===== src/rtl/exibidor_sequencia_pkg.sv =====
// Shared encodings and defaults for the sequence player (exibidor_sequencia).
package exibidor_pkg;

   localparam int unsigned ADDR_W_DEF    = 4;
   localparam int unsigned DATA_W_DEF    = 4;
   localparam int unsigned T_ACESO_DEF   = 500;
   localparam int unsigned T_APAGADO_DEF = 250;
   localparam int unsigned T_PAUSA_DEF   = 500;
   localparam int unsigned ESTADO_W      = 3;

   typedef enum logic [ESTADO_W-1:0] {
      OCIOSO    = 3'd0,
      CARREGA   = 3'd1,
      ACENDE    = 3'd2,
      APAGA     = 3'd3,
      CONCLUIDO = 3'd4,
      PAUSA     = 3'd5
   } estado_e;

   // Largest of three phase lengths; sizes the shared phase timer.
   function automatic int unsigned max3(input int unsigned a, input int unsigned b,
                                        input int unsigned c);
      int unsigned m;
      m = (a > b) ? a : b;
      return (m > c) ? m : c;
   endfunction

endpackage


===== src/rtl/exibidor_sequencia_if.sv =====
// Player <-> control/RAM signal bundle; master is the control side, slave is the player.
interface exibidor_sequencia_if
   import exibidor_pkg::*;
#(
   parameter int unsigned ADDR_W = ADDR_W_DEF,
   parameter int unsigned DATA_W = DATA_W_DEF
) ();

   logic                iniciar;
   logic [ADDR_W-1:0]   limite;
   logic [DATA_W-1:0]   dado_memoria;
   logic [ADDR_W-1:0]   endereco;
   logic [DATA_W-1:0]   leds;
   logic                ocupado;
   logic                fim;
   logic [ESTADO_W-1:0] db_estado;

   modport master (
      output iniciar, limite, dado_memoria,
      input  endereco, leds, ocupado, fim, db_estado
   );

   modport slave (
      input  iniciar, limite, dado_memoria,
      output endereco, leds, ocupado, fim, db_estado
   );

endinterface


===== src/rtl/exibidor_sequencia_temporizador_fase.sv =====
// Modulo phase counter: counts 0..alvo_i while conta_i, flags the terminal count.
module temporizador_fase #(
   parameter int unsigned W = 4
) (
   input  logic         clock,
   input  logic         reset,
   input  logic         zera_i,
   input  logic         conta_i,
   input  logic [W-1:0] alvo_i,
   output logic         fim_tempo_c
);

   logic [W-1:0] cnt_q, cnt_d;

   assign fim_tempo_c = (cnt_q == alvo_i);

   always_comb begin
      cnt_d = cnt_q;
      if (zera_i) begin
         cnt_d = '0;
      end else if (conta_i) begin
         cnt_d = fim_tempo_c ? '0 : cnt_q + W'(1);
      end
   end

   always_ff @(posedge clock) begin
      if (reset) begin
         cnt_q <= '0;
      end else begin
         cnt_q <= cnt_d;
      end
   end

endmodule


===== src/rtl/exibidor_sequencia.sv =====
// Sequence player: shows RAM entries 0..limite on the LEDs with timed on/off phases.
// Optional initial blank phase enabled by defining EXIBIDOR_PAUSA_INICIAL_EN.
module exibidor_sequencia
   import exibidor_pkg::*;
#(
   parameter int unsigned ADDR_W    = ADDR_W_DEF,
   parameter int unsigned DATA_W    = DATA_W_DEF,
   parameter int unsigned T_ACESO   = T_ACESO_DEF,
   parameter int unsigned T_APAGADO = T_APAGADO_DEF,
   parameter int unsigned T_PAUSA   = T_PAUSA_DEF
) (
   input  logic                 clock,
   input  logic                 reset,
   exibidor_sequencia_if.slave  bus
);

   localparam int unsigned TW = $clog2(max3(T_ACESO, T_APAGADO, T_PAUSA) + 1);

   estado_e           estado_q, estado_d;
   logic [ADDR_W-1:0] endereco_q, endereco_d;
   logic [ADDR_W-1:0] limite_q, limite_d;
   logic [DATA_W-1:0] leds_q, leds_d;
   logic              fim_q, fim_d;
   logic              ocupado_q, ocupado_d;

   logic              zera, conta, fim_tempo;
   logic [TW-1:0]     alvo;

   temporizador_fase #(.W(TW)) u_temporizador (
      .clock       (clock),
      .reset       (reset),
      .zera_i      (zera),
      .conta_i     (conta),
      .alvo_i      (alvo),
      .fim_tempo_c (fim_tempo)
   );

   // Next-state and output decode; timer is cleared on every phase exit.
   always_comb begin
      estado_d   = estado_q;
      endereco_d = endereco_q;
      limite_d   = limite_q;
      leds_d     = leds_q;
      fim_d      = 1'b0;
      zera       = 1'b0;
      conta      = 1'b0;
      alvo       = '0;

      case (estado_q)
         OCIOSO: begin
            zera = 1'b1;
            if (bus.iniciar) begin
               limite_d   = bus.limite;
               endereco_d = '0;
               leds_d     = '0;
`ifdef EXIBIDOR_PAUSA_INICIAL_EN
               estado_d   = PAUSA;
`else
               estado_d   = CARREGA;
`endif
            end
         end
         CARREGA: begin
            zera     = 1'b1;
            leds_d   = bus.dado_memoria;
            estado_d = ACENDE;
         end
         ACENDE: begin
            alvo  = TW'(T_ACESO - 1);
            conta = 1'b1;
            if (fim_tempo) begin
               zera     = 1'b1;
               leds_d   = '0;
               estado_d = APAGA;
            end
         end
         APAGA: begin
            alvo  = TW'(T_APAGADO - 1);
            conta = 1'b1;
            if (fim_tempo) begin
               zera = 1'b1;
               // Compare before increment so the address never wraps.
               if (endereco_q == limite_q) begin
                  fim_d    = 1'b1;
                  estado_d = CONCLUIDO;
               end else begin
                  endereco_d = endereco_q + ADDR_W'(1);
                  estado_d   = CARREGA;
               end
            end
         end
         CONCLUIDO: begin
            zera     = 1'b1;
            estado_d = OCIOSO;
         end
`ifdef EXIBIDOR_PAUSA_INICIAL_EN
         PAUSA: begin
            alvo  = TW'(T_PAUSA - 1);
            conta = 1'b1;
            if (fim_tempo) begin
               zera     = 1'b1;
               estado_d = CARREGA;
            end
         end
`endif
         default: begin
            zera     = 1'b1;
            leds_d   = '0;
            estado_d = OCIOSO;
         end
      endcase

      ocupado_d = (estado_d != OCIOSO);
   end

   always_ff @(posedge clock) begin
      if (reset) begin
         estado_q   <= OCIOSO;
         endereco_q <= '0;
         limite_q   <= '0;
         leds_q     <= '0;
         fim_q      <= 1'b0;
         ocupado_q  <= 1'b0;
      end else begin
         estado_q   <= estado_d;
         endereco_q <= endereco_d;
         limite_q   <= limite_d;
         leds_q     <= leds_d;
         fim_q      <= fim_d;
         ocupado_q  <= ocupado_d;
      end
   end

   assign bus.endereco  = endereco_q;
   assign bus.leds      = leds_q;
   assign bus.fim       = fim_q;
   assign bus.ocupado   = ocupado_q;
   assign bus.db_estado = estado_q;

endmodule

===== src/flat_wrapper.sv =====
// flat-port wrapper written by rule: the top's interface ports become plain ports
module exibidor_sequencia_flat import exibidor_pkg::*;
#(
   parameter int unsigned ADDR_W    = ADDR_W_DEF,
   parameter int unsigned DATA_W    = DATA_W_DEF,
   parameter int unsigned T_ACESO   = T_ACESO_DEF,
   parameter int unsigned T_APAGADO = T_APAGADO_DEF,
   parameter int unsigned T_PAUSA   = T_PAUSA_DEF
)
  (clock, reset, bus_iniciar, bus_limite, bus_dado_memoria, bus_endereco, bus_leds, bus_ocupado, bus_fim, bus_db_estado);
  exibidor_sequencia_if #(.ADDR_W(ADDR_W), .DATA_W(DATA_W)) bus_i ();
  input  logic clock;
  input  logic reset;
  input wire logic [$bits(bus_i.iniciar)-1:0] bus_iniciar;
  input wire logic [$bits(bus_i.limite)-1:0] bus_limite;
  input wire logic [$bits(bus_i.dado_memoria)-1:0] bus_dado_memoria;
  output wire logic [$bits(bus_i.endereco)-1:0] bus_endereco;
  output wire logic [$bits(bus_i.leds)-1:0] bus_leds;
  output wire logic [$bits(bus_i.ocupado)-1:0] bus_ocupado;
  output wire logic [$bits(bus_i.fim)-1:0] bus_fim;
  output wire logic [$bits(bus_i.db_estado)-1:0] bus_db_estado;
  assign bus_i.iniciar = bus_iniciar;
  assign bus_i.limite = bus_limite;
  assign bus_i.dado_memoria = bus_dado_memoria;
  assign bus_endereco = bus_i.endereco;
  assign bus_leds = bus_i.leds;
  assign bus_ocupado = bus_i.ocupado;
  assign bus_fim = bus_i.fim;
  assign bus_db_estado = bus_i.db_estado;
  exibidor_sequencia #(.ADDR_W(ADDR_W), .DATA_W(DATA_W), .T_ACESO(T_ACESO), .T_APAGADO(T_APAGADO), .T_PAUSA(T_PAUSA)) u_core (.clock(clock), .reset(reset), .bus(bus_i));
endmodule

===== config.mk =====
export PLATFORM = sky130hd
export DESIGN_NAME = exibidor_sequencia_flat
export DESIGN_NICKNAME = d
export VERILOG_FILES = /design/src/rtl/exibidor_sequencia_pkg.sv /design/src/rtl/exibidor_sequencia_if.sv /design/src/rtl/exibidor_sequencia_temporizador_fase.sv /design/src/rtl/exibidor_sequencia.sv /design/src/flat_wrapper.sv
export SDC_FILE = /design/constraint.sdc
export NUM_CORES = 1
export LEC_CHECK = 0
export BUFFER_PORTS_ARGS = -buffer_cell sky130_fd_sc_hd__buf_2
export CAP_MARGIN = 20
export CORE_MARGIN = 5
export CORE_UTILIZATION = 40
export DETAILED_ROUTE_END_ITERATION = 10
export SYNTH_ARGS = -nofsm -noshare
export SYNTH_HDL_FRONTEND = slang
export SYNTH_HIERARCHICAL = 1
export SYNTH_SLANG_ARGS = --single-unit

===== constraint.sdc =====
create_clock -name clock -period 5.6 [get_ports clock]
set_input_delay 0.56 -clock clock [delete_from_list [all_inputs] [get_ports clock]]
set_output_delay 0.56 -clock clock [all_outputs]
set_load 0.03 [all_outputs]

==> flow_summary.ini, run 1 <==
[run_status]
status = completed

[clocking]
clock_sinks = 26
cts_root_buffer = clkbuf_4
cts_tree = built
cts_buffers = 3
insertion_delay_ps = 310
clk_pin_slew_ps = 130
ctsHoldBuffers = 0
cts_setup_buffers = 0
ctsResizeCount = 0
h-tree-depth = 1
clock_path_buffers = 2

[setup_path]
critical-path-top-delay-family = simple AND/OR/NAND/NOR gates
worst_r2r_path_depth = 10
worstSetupEndpointType = flip-flop
crit_required_ps = 5850
cp-start-kind = flip-flop
crit_path_max_fanout = 21
arrival_ps = 3410
crit_type = reg2reg
cp.depth = 10
slowest_delay_ps = 560
crit_chain = nor2b_1 -> buf_4 -> nor2b_1 -> xnor2_1 -> nand3_2 -> nor3_4 -> and4b_1 -> o41a_1 -> or2b_2 -> a21oi_1
slowest_stage = dfxtp_1
worst_path_most_repeated_cell = nor2b_1
critPathBufInv = 1

[global_routing]
grt_pass1_vias = 1094
grt_pass1_wl_microns = 4820
antenna_found_initial = 0
busiest_layer = met2
grtUsageTotal_pct = 13.7
grt_use_met1_pct = 16.9
grt_overflow = 0
grt_max_degree = 22
grt_use_met2_pct = 22.6
grt_use_met3_pct = 3.16

[flow_run]
maxCapViolCount = 0

[place]
dpl.cell_count = 215
io_buffer_count = 23
routabilityCongestion = 0.807
pre_cts_ws_ps = 2470
hpwl_microns = 2100
place_area_sq_um = 1490

[worst_hold_path]
worstHoldPathCells = 3
hold_path.class = in2reg

[logic_synthesis]
yosysMostFrequentCell = dfxtp_1
synth_cell_types = 41
synth_enable_flop_cells = 0
synth.avg_cell_area_sq_um = 8.86
synth_commonest_cells = 26 x dfxtp_1, 13 x nand2_1, 12 x xnor2_1
synthTopCellsByArea = dfxtp_1 39%, xnor2_1 7.9%, xor2_1 4.6%
synth_area_sq_um = 1330
synthCells = 150
yosysWarnings = 6
netlist.top_cell.by_area = dfxtp_1
synth_top_area_share_pct = 39.2
synth.net_count = 163
synth-seq-cells = 26
ys_seq_area_share_pct = 39.2
ys.flop_type = dfxtp_1
async_flop_share_pct = 0

[timing]
hold_violations = 0
post-route-period-util_pct = 56.4
tightest_slew_ps = 682
setup_viol = 0
setup_ws_ps = 2440
relSlewSlack_pct = 54.2
rsz0062_at_grt = false
finalSetupTns_ps = 0
whs_ps = 470
fin_crit_ps = 3160
fmax_mhz = 316
fin_skew_ps = 3.60
finalMaxSlewViolations = 0

[route]
final_antenna_net_count = 0
via_count = 1129
routed_wl_microns = 2800
wl_per_cell_microns = 12.8
drtPass1Iterations = 4
drc = 0
vias_per_cell = 5.18
drt_iter0_markers = 32

[floorplan]
design.die.area_sq_um = 4570
top_level_ports = 24
initial_utilization_pct = 40.5
core_sq_um = 3280
fp.dieH_microns = 67.6
rows = 21
die_w_microns = 67.6

[power_and_ir_drop]
leakage_nw = 0.585
powerDensity_nw_per_um2 = 225
ir_drop_v = 0.000117
p_total_mw = 0.341

[finish]
fin_nets = 187
area_growth_pct = 13.8
fin_cells = 218
drive_gt1_share_pct = 19.8
stdcell_area_sq_um = 1510
antenna_cells = 0
final_util_pct = 46.1
==> path summary, 6_finish.rpt <==
kind | startpoint | endpoint | slack [ps]
min | bus_limite[0] | u_core/limite_q[0] | 470
max reg2reg | u_core/bus.db_estado[1] | u_core/bus.endereco[0] | 2440
max | u_core/bus.db_estado[1] | u_core/bus.endereco[0] | 2440
min reg2reg | u_core/limite_q[2] | u_core/limite_q[2] | 480
==> logic make-up after synthesis <==
kind of cell	synth area share [%]
and+or+nand+nor	27.8
AOI/OAI and AO/OA	16.1
DFF	39.2
xor gates and xnor gates	12.5
buffers and inverters	2.26
adders and majority gates	1.88
other	0.282
==> worst reg2reg max path, cell delays in order (launching register included) <==
cell and delay (ps):
dfxtp_1 560, nor2b_1 180, buf_4 250, nor2b_1 280, xnor2_1 180, nand3_2 170, nor3_4 480, and4b_1 270
o41a_1 290, or2b_2 320, a21oi_1 130
==> placed cells by master, fill, tap and decap left out, drive strengths merged <==
| cell type | instances |
|---|---|
| buf | 24 |
| o21ai | 3 |
| nand3 | 8 |
| nor4b | 2 |
| inv | 3 |
| or2b | 2 |
| and3 | 3 |
| and4b | 1 |
| nand2 | 14 |
| o31a | 1 |
| or4b | 1 |
| a31oi | 2 |
| o41a | 1 |
| and4 | 1 |
| conb | 1 |
| a32o | 1 |
| o311ai | 2 |
| nor3b | 1 |
| clkbuf | 3 |
| nand2b | 6 |
| ha | 2 |
| or2 | 1 |
| a21oi | 9 |
| nor4 | 1 |
| nor3 | 4 |
| a22oi | 4 |
| nor2b | 3 |
| nor2 | 10 |
| nand4 | 3 |
| dfxtp | 26 |
| xnor2 | 12 |
| a211oi | 6 |
| xor2 | 7 |
| o32ai | 1 |
| a311o | 1 |
| nand3b | 2 |
==> metal layers <==
metal / wire length (microns) / vias up / part of all wire [%]
li1: - / 583 / -
met1: 1330 / 521 / 48
met2: 1330 / 23 / 48
met3: 110 / 2 / 3.9
met4: 21 / 0 / 0.75
met5: 0 / - / 0
==> report_power, final <==
| group | internal [mW] | total [mW] | leakage (nW) | switching (mW) |
|---|---|---|---|---|
| registers | 0.191 | 0.198 | 0.211 | 0.00690 |
| logic | 0.0237 | 0.0667 | 0.361 | 0.0431 |
| clock network | 0.0251 | 0.0764 | 0.0138 | 0.0513 |
| total | 0.240 | 0.341 | 0.585 | 0.101 |
==> registers in the layout, summed over array words and instances (netlist names) <==
signal and cells:
u_core/bus.ocupado 1, u_core/u_temporizador/cnt_q 9, u_core/limite_q 4, u_core/bus.leds 4, u_core/bus.fim 1, u_core/bus.endereco 4, u_core/bus.db_estado 3
==> layout make-up <==
| type | instances | area [sq um] |
|---|---|---|
| sequential | 26 | 520 |
| inverter | 3 | 11.3 |
| fill | 339 | 1770 |
| timing repair buffer | 24 | 123 |
| multi-input combinational | 116 | 778 |
| tap | 46 | 57.6 |
| clock buffer | 3 | 22.5 |
Note: power is estimated with default switching activity, not from simulation.
==> run 2: changes to the inputs <==
==> constraint.sdc (replaced) <==
create_clock -name clock -period 3 [get_ports clock]
set_input_delay 0.3 -clock clock [delete_from_list [all_inputs] [get_ports clock]]
set_output_delay 0.3 -clock clock [all_outputs]
set_load 0.03 [all_outputs]
==> run 2 against run 1 <==
Flip-flop and latch count did not move. Clock skew up 1.1 ps. Cell count up 0.92%. Cell area up 1.9%. Global-route usage is 0.27 points lower. Critical path type unchanged. Clock power rose by 130%. Largest power group unchanged. Worst setup slack worse by 2000 ps.
==> flow_summary.ini, run 2 (synthesis gave the netlist of run 1 again) <==
[timing]
finalSetupTns_ps = 0
relSlewSlack_pct = 56.3
fmax_mhz = 391
hold_violations = 0
tightest_slew_ps = 651
finalMaxSlewViolations = 0
setup_ws_ps = 444
rsz0062_at_grt = false
post-route-period-util_pct = 85.2
fin_skew_ps = 4.72
setup_viol = 0
fin_crit_ps = 2560

[global_routing]
antenna_found_initial = 0
grt_max_degree = 21
busiest_layer = met2
grt_use_met2_pct = 21.4
grt_pass1_wl_microns = 4730
grt_use_met3_pct = 3.16
grt_pass1_vias = 1057
grt_use_met1_pct = 17.9
grt_overflow = 0
grtUsageTotal_pct = 13.4

[setup_path]
crit_chain = nor2b_4 -> nor2b_1 -> xnor2_1 -> nand3_2 -> nor3_4 -> and4b_1 -> o41a_1 -> or2b_2 -> a21oi_1
slowest_stage = dfxtp_1
crit_path_max_fanout = 13
r2r-start = u_core/bus.db_estado[1]
slowest_delay_ps = 560
setup.worst_path.start = u_core/bus.db_estado[1]
crit_type = reg2reg
critical-path-top-delay-family = simple AND/OR/NAND/NOR gates
arrival_ps = 2810
worstSetupEndpointType = flip-flop
critPathBufInv = 0
crit_required_ps = 3250
cp-start-kind = flip-flop

[clocking]
cts_tree = built
clk_pin_slew_ps = 140
insertion_delay_ps = 310
h-tree-depth = 1
ctsHoldBuffers = 0
cts_root_buffer = clkbuf_4
ctsResizeCount = 0
clock_sinks = 26
cts_setup_buffers = 0
cts_buffers = 3
clock_path_buffers = 2

[place]
pre_cts_ws_ps = 478
routabilityCongestion = 0.860
dpl.cell_count = 216
hpwl_microns = 2110
io_buffer_count = 23

[power_and_ir_drop]
seq_power_share_pct = 54.8
clkPwrFrac_pct = 25.9
powerDensity_nw_per_um2 = 437
p_switching_mw = 0.196
netSwitchingFraction_pct = 29.0
p_total_mw = 0.674
ir_drop_v = 0.000193
leakage_nw = 0.600
power_frac_comb_pct = 19.3
p_int_mw = 0.478

[run_status]
status = completed

[route]
wl_per_cell_microns = 12.8
final_antenna_net_count = 0
via_count = 1152
drc = 0
drt_iter0_markers = 69
vias_per_cell = 5.24
drtPass1Iterations = 4
routed_wl_microns = 2830

[finish]
final_common_cell = dfxtp_1
fin_cells = 220
drive_gt1_share_pct = 21.3
largest_reg_flops = 9
antenna_cells = 0
fin_nets = 188
area_growth_pct = 16.0
regMostFlops = u_core/u_temporizador/cnt_q
mostFrequentLayoutCells = 26 x dfxtp_1, 23 x buf_2, 13 x nand2_1

[floorplan]
fp.dieH_microns = 67.6
top_level_ports = 24
design.die.area_sq_um = 4570
rows = 21
core_sq_um = 3280
initial_utilization_pct = 40.5
die_w_microns = 67.6

[worst_hold_path]
hold_path.class = in2reg
hp-start = bus_limite[0]

[flow_run]
maxCapViolCount = 0
[run 2: worst min-delay path, cell delays in order]
cell     delay [ps]
buf_2            90
nand2_1          40
a21oi_1          50
[run 2: worst paths after layout]
| kind | endpoint | depth (start not counted) | slack [ps] |
|---|---|---|---|
| max | u_core/bus.endereco[0] | 9 | 440 |
| min | u_core/limite_q[0] | 3 | 210 |
| max reg2reg | u_core/bus.endereco[0] | 9 | 440 |
| min reg2reg | u_core/limite_q[2] | 2 | 490 |
[run 2: area by class of cell]
cell class | count | area (sq um)
Multi-Input combinational cell | 116 | 786
Sequential cell | 26 | 520
Inverter | 3 | 11.3
Clock buffer | 4 | 36.3
Timing Repair Buffer | 25 | 130
Tap cell | 46 | 57.6
Fill cell | 336 | 1740
[run 2: power by group through the flow]
stage,Clock (mW),Sequential (mW),Combinational (mW)
2_1_floorplan,0,0.384,0.0860
3_3_place_gp,0,0.376,0.127
3_5_place_dp,0,0.377,0.130
4_1_cts,0.184,0.370,0.131
5_1_grt,0.192,0.372,0.143
6_report,0.174,0.369,0.130
[run 2: stage by stage]
stage	instance area (sq um)	hold slack [ps]	utilization, %
after floorplan	1340	418	-
after global placement	1510	461	45.8
after detailed placement	1510	466	45.8
after CTS	1540	202	46.9
after global routing	1540	209	46.9
final	1540	207	46.9
[run 2: per-layer routing]
metal	vias to the layer above	share of wire (%)
li1	586	-
met3	2	5.0
met4	0	0.74
met2	33	43
met1	531	51
met5	-	0
==> run 3: changes to the inputs <==
--- a/config.mk
+++ b/config.mk
@@ -5,8 +5,9 @@
 export SDC_FILE = /design/constraint.sdc
 export NUM_CORES = 1
 export LEC_CHECK = 0
+export ABC_AREA = 1
 export BUFFER_PORTS_ARGS = -buffer_cell sky130_fd_sc_hd__buf_2
-export CAP_MARGIN = 20
+export CAP_MARGIN = 5
 export CORE_MARGIN = 5
 export CORE_UTILIZATION = 40
 export DETAILED_ROUTE_END_ITERATION = 10
==> run 3 against run 2 <==
Cell area increased by 3.2%. Die area increased by 5.0%. Fmax increased by 11%. Largest power group is now combinational logic. First-iteration DRC count decreased by 35%. Highest routed layer unchanged. Flip-flop and latch count unchanged.
==> flow_summary.ini, run 3 <==
[run_status]
status = completed

[global_routing]
grtUsageTotal_pct = 12.0
grt_pass1_vias = 1085
grt_pass1_wl_microns = 4810
grt_overflow = 0
grt_max_degree = 14
antenna_found_initial = 0

[setup_path]
critical-path-top-delay-family = simple AND/OR/NAND/NOR gates
worst_path_most_repeated_cell = nand2_1
crit_required_ps = 3220
crit_chain = nand3_4 -> nand2_4 -> xnor2_1 -> nand2_1 -> nor4_1 -> inv_1 -> nand2_4 -> nand2_1 -> or2_1 -> nand2_1 -> nand2_1 -> inv_1 -> nand2_1
reg2reg_slack_ps = 700
cp-start-kind = flip-flop
slowest_delay_ps = 470
crit_type = reg2reg
crit_path_max_fanout = 13
slowest_stage = dfxtp_1
arrival_ps = 2520
critPathBufInv = 2
worstSetupEndpointType = flip-flop

[logic_synthesis]
synth_xor_area_share_pct = 8.71
synth_commonest_cells = 55 x nand2_1, 31 x inv_1, 26 x dfxtp_1
netlist.top_cell.by_area = dfxtp_1
synth_cell_types = 28
synth_enable_flop_cells = 0
synthSimpleGateAreaFrac_pct = 34.8
ys.flop_type = dfxtp_1
synth.net_count = 213
async_flop_share_pct = 0
synth.avg_cell_area_sq_um = 7.04
ys_seq_area_share_pct = 37.0
synthAdderAreaFrac_pct = 1.78
synth_compound_area_share_pct = 6.84
synth-seq-cells = 26
synth_top_family_by_area = simple AND/OR/NAND/NOR gates
yosysMostFrequentCell = nand2_1
yosysWarnings = 6
synthCells = 200
synth_mux_area_share_pct = 0.711
synthTopCellsByArea = dfxtp_1 37%, nand2_1 15%, inv_1 8.3%
synth_area_sq_um = 1410
synth_top_area_share_pct = 37.0

[timing]
fin_crit_ps = 2300
setup_viol = 0
hold_violations = 0
finalMaxSlewViolations = 0
setup_ws_ps = 701
rsz0062_at_grt = false
relSlewSlack_pct = 59.2
fin_skew_ps = 9.94
fmax_mhz = 435
finalSetupTns_ps = 0
post-route-period-util_pct = 76.6
tightest_slew_ps = 608

[power_and_ir_drop]
leakage_nw = 0.754
p_int_mw = 0.663
ir_drop_v = 0.000457
seq_power_share_pct = 36.2
p_switching_mw = 0.575
netSwitchingFraction_pct = 46.4
powerDensity_nw_per_um2 = 778
power_frac_comb_pct = 52.0
clkPwrFrac_pct = 11.8

[floorplan]
top_level_ports = 24
initial_utilization_pct = 41.9
core_sq_um = 3360
fp.dieH_microns = 69.3
die_w_microns = 69.3
rows = 21
design.die.area_sq_um = 4810

[clocking]
insertion_delay_ps = 310
h-tree-depth = 1
clk_pin_slew_ps = 140
clock_sinks = 26
cts_tree = built
clock_path_buffers = 2
ctsHoldBuffers = 0
cts_setup_buffers = 0
ctsResizeCount = 0
cts_root_buffer = clkbuf_4
cts_buffers = 3

[route]
wl_per_cell_microns = 10.0
vias_per_cell = 4.37
routed_wl_microns = 2710
drt_iter0_markers = 45
drtPass1Iterations = 4
drc = 0
final_antenna_net_count = 0
via_count = 1184

[finish]
fill_cells = 380
antenna_cells = 0
drive_gt1_share_pct = 18.7
fin_nets = 240
final_common_cell = nand2_1
regMostFlops = u_core/u_temporizador/cnt_q
largest_reg_flops = 9
area_growth_pct = 13.1
multi_input_area_sq_um = 748
stdcell_area_sq_um = 1590
seqCellArea_sq_um = 520
mostFrequentLayoutCells = 55 x nand2_1, 31 x inv_1, 26 x dfxtp_1

[worst_hold_path]
hold_path.class = in2reg

[place]
pre_cts_ws_ps = 743
io_buffer_count = 23
place_area_sq_um = 1570
hpwl_microns = 2150
routabilityCongestion = 0.843

[flow_run]
maxCapViolCount = 0
==> run 3: changes by cell type after synthesis, moves of 4 or more <==
cell / previous run / this run
nor2_1: 10 / 20
a211oi_1: 6 / 0
nand2b_1: 6 / 0
nand2_1: 13 / 55
clkbuf_1: 4 / 0
a22oi_1: 4 / 0
inv_1: 3 / 31
==> run 3: cell type report <==
class,count,share of cell area [%]
multi-input combinational,139,47.0
inverter,34,8.02
sequential,26,32.7
timing repair buffer,23,7.23
clock buffer,3,1.42
tap,46,3.62
==> run 3: power groups by stage <==
stage               Sequential [mW]  Combinational [mW]  Clock (mW)
floorplan                     0.524               0.463           0
global placement              0.455               0.651           0
detailed placement            0.456               0.648           0
CTS                           0.449               0.651       0.153
global route                  0.457               0.752       0.171
finish                        0.448               0.644       0.146
==> run 3: routing by layer <==
layer  GRT usage (%)  vias up  share of wire, %
met2            17.5       23                39
met1            16.8      495                55
met5               0        -                 0
met3            2.32        2               4.6
li1                -      664                 -
met4            5.64        0               1.3
==> run 3: worst paths after layout <==
kind	end	from	cells after the start
max	u_core/bus.ocupado	u_core/bus.db_estado[1]	13
min	u_core/bus.leds[3]	bus_dado_memoria[3]	3
max reg2reg	u_core/bus.ocupado	u_core/bus.db_estado[1]	13
min reg2reg	u_core/bus.leds[1]	u_core/bus.leds[1]	2
==> run 3: worst register-to-register path, delay by kind of cell, from the launching register on <==
family,cells,cell delay (ps)
xor gates and xnor gates,1,150
buffers and inverters,2,220
DFF,1,470
and+or+nand+nor,10,1360
==> run 3: per-stage QoR <==
stage	hold WS, ps	total power [mW]	std cells	utilization [%]
global route	201	1.38	271	47.3
CTS	207	1.25	271	47.3
floorplan	369	0.986	200	-
detailed placement	452	1.10	268	46.7
global placement	450	1.11	268	46.7
finish	223	1.24	271	47.3
==> run 3: cell families (layout without fill, tap and decap cells) <==
| kind of cell | count (synthesis) | count (layout) |
|---|---|---|
| compound gates | 19 | 19 |
| xor+xnor | 14 | 14 |
| fa+ha+maj | 2 | 2 |
| buf+inv | 35 | 60 |
| flops | 26 | 26 |
| mux | 1 | 1 |
| other cells | 1 | 1 |
| simple gates | 102 | 102 |
